`src/rtl/adc_frame_tagger.sv`:
```
// Frames the merged ADC word stream per trigger: header with frame counter, capped data words,
// trailer with word count and overflow flag. Single clock, 2-entry output skid buffer.
module adc_frame_tagger #(
  parameter int         DATA_WIDTH  = 32,
  parameter logic [3:0] HEADER_MARK = 4'h5,
  parameter int         MAX_WORDS   = 1024
) (
  input  logic                  BUS_CLK,
  input  logic                  BUS_RST,
  input  logic                  ENABLE,
  input  logic                  TRIGGER,
  input  logic                  IN_VALID,
  input  logic [DATA_WIDTH-1:0] IN_DATA,
  output logic                  IN_READY,
  output logic                  OUT_VALID,
  output logic [DATA_WIDTH-1:0] OUT_DATA,
  input  logic                  OUT_READY,
  output logic [23:0]           FRAME_CNT,
  output logic [15:0]           DROP_CNT,
  output logic [7:0]            TRIG_MISS_CNT,
  output logic                  BUSY
);

  typedef enum logic [1:0] {
    S_IDLE,
    S_HEADER,
    S_PASS,
    S_TRAILER
  } state_t;

  localparam logic [15:0] MAX_CNT = 16'(MAX_WORDS);

  state_t                state, state_n;
  logic                  trig_q, trig_q2, trig_event;
  logic                  pend, pend_n;
  logic                  close_trig, close_trig_n;
  logic [15:0]           word_cnt, word_cnt_n;
  logic                  ovf, ovf_n;
  logic [23:0]           frame_cnt, frame_cnt_n;
  logic [15:0]           drop_cnt;
  logic [7:0]            miss_cnt;
  logic                  drop_inc, miss_inc;
  logic                  ready_q;

  logic [DATA_WIDTH-1:0] buf_mem [2];
  logic                  wr_ptr, rd_ptr;
  logic [1:0]            buf_cnt, buf_cnt_n;
  logic                  push, pop, space, accept;
  logic [DATA_WIDTH-1:0] push_data;

  assign trig_event = trig_q & ~trig_q2;
  assign accept     = IN_VALID & ready_q;
  assign pop        = (buf_cnt != 2'd0) & OUT_READY;
  assign space      = (buf_cnt != 2'd2) | pop;
  assign buf_cnt_n  = buf_cnt + {1'b0, push} - {1'b0, pop};

  always_comb begin
    // NOTE: every signal gets a default first so no path through the case infers a latch.
    state_n      = state;
    pend_n       = pend;
    close_trig_n = close_trig;
    word_cnt_n   = word_cnt;
    ovf_n        = ovf;
    frame_cnt_n  = frame_cnt;
    drop_inc     = 1'b0;
    miss_inc     = 1'b0;
    push         = 1'b0;
    push_data    = '0;

    unique case (state)
      S_IDLE: begin
        if (accept) drop_inc = 1'b1;
        if (trig_event || pend) begin
          pend_n = pend & trig_event;
          if (ENABLE) state_n = S_HEADER;
        end
      end
      S_HEADER: begin
        if (trig_event && ENABLE) begin
          if (!pend) pend_n = 1'b1;
          else       miss_inc = 1'b1;
        end
        if (space) begin
          push        = 1'b1;
          push_data   = {HEADER_MARK, 4'h0, frame_cnt};
          frame_cnt_n = frame_cnt + 24'd1;
          word_cnt_n  = '0;
          ovf_n       = 1'b0;
          state_n     = S_PASS;
        end
      end
      S_PASS: begin
        if (accept) begin
          if (word_cnt < MAX_CNT) begin
            push       = 1'b1;
            push_data  = IN_DATA;
            word_cnt_n = word_cnt + 16'd1;
          end else begin
            drop_inc = 1'b1;
            ovf_n    = 1'b1;
          end
        end
        // A pending trigger left over from HEADER closes the frame just like a fresh edge.
        if (trig_event || pend || !ENABLE) begin
          state_n      = S_TRAILER;
          close_trig_n = trig_event | pend;
          pend_n       = pend & trig_event;
        end
      end
      S_TRAILER: begin
        if (trig_event && ENABLE) begin
          if (!pend) pend_n = 1'b1;
          else       miss_inc = 1'b1;
        end
        if (space) begin
          push      = 1'b1;
          push_data = {HEADER_MARK, 1'b1, ovf, 10'h0, word_cnt};
          state_n   = (close_trig && ENABLE) ? S_HEADER : S_IDLE;
        end
      end
      default: state_n = S_IDLE;
    endcase

    if (!ENABLE) pend_n = 1'b0;
  end

  always_ff @(posedge BUS_CLK) begin
    if (BUS_RST) begin
      state      <= S_IDLE;
      trig_q     <= 1'b0;
      trig_q2    <= 1'b0;
      pend       <= 1'b0;
      close_trig <= 1'b0;
      word_cnt   <= '0;
      ovf        <= 1'b0;
      frame_cnt  <= '0;
      drop_cnt   <= '0;
      miss_cnt   <= '0;
      ready_q    <= 1'b0;
      // NOTE: the two buffer entries are reset because OUT_DATA must read zero out of reset.
      buf_mem[0] <= '0;
      buf_mem[1] <= '0;
      wr_ptr     <= 1'b0;
      rd_ptr     <= 1'b0;
      buf_cnt    <= '0;
    end else begin
      state      <= state_n;
      trig_q     <= TRIGGER;
      trig_q2    <= trig_q;
      pend       <= pend_n;
      close_trig <= close_trig_n;
      word_cnt   <= word_cnt_n;
      ovf        <= ovf_n;
      frame_cnt  <= frame_cnt_n;
      if (drop_inc && drop_cnt != '1) drop_cnt <= drop_cnt + 16'd1;
      if (miss_inc && miss_cnt != '1) miss_cnt <= miss_cnt + 8'd1;
      // Registered ready: only grant a slot the buffer is guaranteed to have next cycle.
      ready_q    <= (state_n == S_IDLE) || (state_n == S_PASS && buf_cnt_n != 2'd2);
      if (push) begin
        buf_mem[wr_ptr] <= push_data;
        wr_ptr          <= ~wr_ptr;
      end
      if (pop) rd_ptr <= ~rd_ptr;
      buf_cnt    <= buf_cnt_n;
    end
  end

  assign IN_READY      = ready_q;
  assign OUT_VALID     = (buf_cnt != 2'd0);
  assign OUT_DATA      = buf_mem[rd_ptr];
  assign FRAME_CNT     = frame_cnt;
  assign DROP_CNT      = drop_cnt;
  assign TRIG_MISS_CNT = miss_cnt;
  assign BUSY          = (state != S_IDLE) || (buf_cnt != 2'd0);

endmodule

```
`config.mk`:
```
export PLATFORM = sky130hd
export DESIGN_NAME = adc_frame_tagger
export DESIGN_NICKNAME = d
export VERILOG_FILES = /design/src/rtl/adc_frame_tagger.sv
export SDC_FILE = /design/constraint.sdc
export NUM_CORES = 1
export LEC_CHECK = 0
export CAP_MARGIN = 5
export CORE_MARGIN = 1.5
export CORE_UTILIZATION = 48
export CTS_CLUSTER_DIAMETER = 60
export DETAILED_ROUTE_END_ITERATION = 6
export PLACE_DENSITY = 0.75
export SYNTH_ARGS = -nofsm -noshare
export SYNTH_HDL_FRONTEND = slang
export SYNTH_SLANG_ARGS = --single-unit
```
`constraint.sdc`:
```
create_clock -name BUS_CLK -period 2.45 [get_ports BUS_CLK]
set_input_delay 0.49 -clock BUS_CLK [delete_from_list [all_inputs] [get_ports BUS_CLK]]
set_output_delay 0.49 -clock BUS_CLK [all_outputs]
set_load 0.01 [all_outputs]
```
==> flow_summary.toml <==
[status]
outcome = "complete, no violations"

[yosys]
synthArstFlopShare_pct = 0
netlist_area_sq_mm = 0.006822
synth_top_area_cell = "edfxtp_1"
syn_nets = 708
synth.distinct_cells = 55
synthTopCellsByArea = "edfxtp_1 (28%), dfxtp_1 (23%), mux2_2 (5.9%)"
syn_area_per_cell_sq_um = 10.27
yosysWarnings = 0
ys_ff_latch = 141
synth-edff-count = 64
yosysTopAreaCellShare_pct = 28.17
syn_inst = 664
synth_ff_type = "dfxtp_1"
seq_area_frac_synth_pct = 50.77

[sta]
fin_crit_sh_pct = 96.08
fmax_mhz = 424.8
worst_pin_slew_ps = 820.3
max_slew_margin_pct = 45.07
fin_ws_ps = 95.92
fin_skew_ps = 6.803
hold_viol_final = 0
min_period_ps = 2354
slew_viol_final = 0
rsz0062_at_grt = "false"
setup_violations = 0

[clocking]
insertion_delay_ps = 420
cts_buffers = 17
cts_tree = "yes"
cts.clk_slew.worst_paths_ps = 60
cts_setup_buffers = 0
cts_sinks = 141
cts-hold-fix-buffers = 0
htree_num_levels = 4
root_buffer = "clkbuf_16"
ctsResizeCount = 0
ctsLongestPathBuffers = 2

[floorplanning]
die_h_microns = 122.2
core_sq_mm = 0.01388
chipWidth_microns = 122.2
core.rowCount = 43
start_util_pct = 49.14
io-pin-count = 121
dieArea_sq_mm = 0.01494

[placed_design]
postPlaceCellArea_sq_mm = 0.008374
place_congestion = 0.8539
pre_cts_slack_ps = -261.6
dp_hpwl_microns = 11850
dp.cells = 959
io_buffers = 120

[worst_setup_path]
cp.arrival_ps = 1860
crit_type = "reg -> out"
critPathTopFamily = "buffers and inverters"
cpMaxStageDelayCell = "clkdlybuf4s50_1"
crit_path_max_incr_delay_ps = 480
critPathBufInv = 2
startpoint_type = "register"
path_cells = "buf_12, mux2_2, clkdlybuf4s50_1"
crit_path_max_fanout = 32
worstSetupEndpointType = "primary output"
r2r_setup_slack_ps = 120
crit_required_ps = 1960

[power]
vdd_drop_max_v = 0.0003482
p_leak_uw = 0.003111
p_per_area_mw_per_mm2 = 707.2
power_uw = 6337

[finish]
final_common_cell = "clkdlybuf4s50_1"
stdcell_count = 991
design_area_sq_mm = 0.008961
final_nets = 842
diodes = 0
area_delta_synth_final_pct = 31.36
layout-drive-gt1-share_pct = 16.15
final_cell_mix = "clkdlybuf4s50_1 (119), nor2_1 (79), dfxtp_1 (77)"

[drt]
wl_microns = 16850
drt_first_pass_iters = 5
vias = 5723
first_iter_violations = 503
via_per_inst = 5.775
wl_per_cell_microns = 17.00
ant_nets = 0
drc = 0

[grt]
grt_pass1_vias = 5473
grt_max_degree = 41
grt_first_pass_wirelength_microns = 27180
grt_usage_pct = 23.37
antenna_found_initial = 0
grt.overflow.total = 0

[worst_hold_path]
holdCritPathClass = "in -> reg"

[run]
maxCapViolations = 0
## area by class of cell
| cell class | instances | area, sq um |
|---|---|---|
| tap | 180 | 225.2 |
| inverter | 11 | 41.29 |
| sequential | 141 | 3463 |
| fill | 1116 | 4920 |
| timing repair buffer | 159 | 1551 |
| clock buffer | 19 | 442.9 |
| multi-input combinational | 468 | 3093 |
| clock inverter | 13 | 143.9 |
## synth_stat cells (4+ instances only)
cell / number
a21oi_1: 45
a221oi_1: 7
a221oi_2: 9
a22oi_1: 9
and2_1: 7
and3_1: 28
and4_1: 6
buf_1: 6
buf_2: 10
buf_4: 5
buf_6: 6
clkbuf_1: 17
dfxtp_1: 77
edfxtp_1: 64
ha_1: 6
inv_1: 11
mux2_2: 36
mux2i_1: 4
nand2_1: 36
nand2b_1: 5
nand3_1: 26
nand4_1: 17
nor2_1: 79
nor2b_1: 13
nor4_1: 6
o21ai_0: 15
o31ai_1: 23
or2_2: 5
or3_1: 9
or4_1: 23
xor2_1: 9
## worst reg2reg max path, delay by kind of cell, from the launching register on
| kind | cells | cell delay [ps] |
|---|---|---|
| buf+inv | 1 | 40 |
| simple gates | 4 | 860 |
| fa+ha+maj | 2 | 430 |
| flops | 1 | 360 |
| xor+xnor | 2 | 300 |
| compound gates | 1 | 220 |
## layer usage
| layer | vias to the layer above | track usage, % | part of all wire [%] |
|---|---|---|---|
| met2 | 167 | 36.31 | 47 |
| met1 | 2752 | 31.11 | 44 |
| met5 | - | 0 | 0 |
| met3 | 31 | 5.901 | 6.3 |
| li1 | 2773 | - | - |
| met4 | 0 | 9.956 | 2.3 |
## path summary, 6_finish.rpt
kind | cells past startpoint | endpoint | startpoint
max | 3 | OUT_DATA[22] | register
min | 2 | register | BUS_RST
max reg2reg | 10 | IN_READY | word_cnt[10]
min reg2reg | 1 | trig_q2 | trig_q
## state kept, by name, summed over array words and instances (netlist names), named ones only
signal         count
pend               1
trig_q             1
buf_mem           64
TRIG_MISS_CNT      8
rd_ptr             1
FRAME_CNT         24
DROP_CNT          16
IN_READY           1
state              2
close_trig         1
trig_q2            1
wr_ptr             1
word_cnt          16
ovf                1
buf_cnt            2
## logic make-up after synthesis
kind of cell	synth area share, %
adders and majority gates	1.247
muxes	6.695
buffers and inverters	4.145
xor gates and xnor gates	1.541
and+or+nand+nor	21.74
AOI/OAI and AO/OA	13.87
DFF	50.77
## report_power, final
part           switching (uW)  internal (uW)  total [uW]  leakage [uW]
clock                     991           1530        2520      0.000276
sequential               53.3           2570        2620       0.00129
combinational             541            653        1190       0.00155
total                    1590           4750        6340       0.00311
## per-stage QoR
stage	TNS [ps]	hold slack, ps	util, %
global route	0	447.0	64.56
floorplan	-76.03	429.7	-
global placement	-1636	443.4	60.33
CTS	0	416.5	64.56
detailed placement	-5266	461.7	60.33
finish	0	431.0	64.56
(Power assumes the default switching activity.)
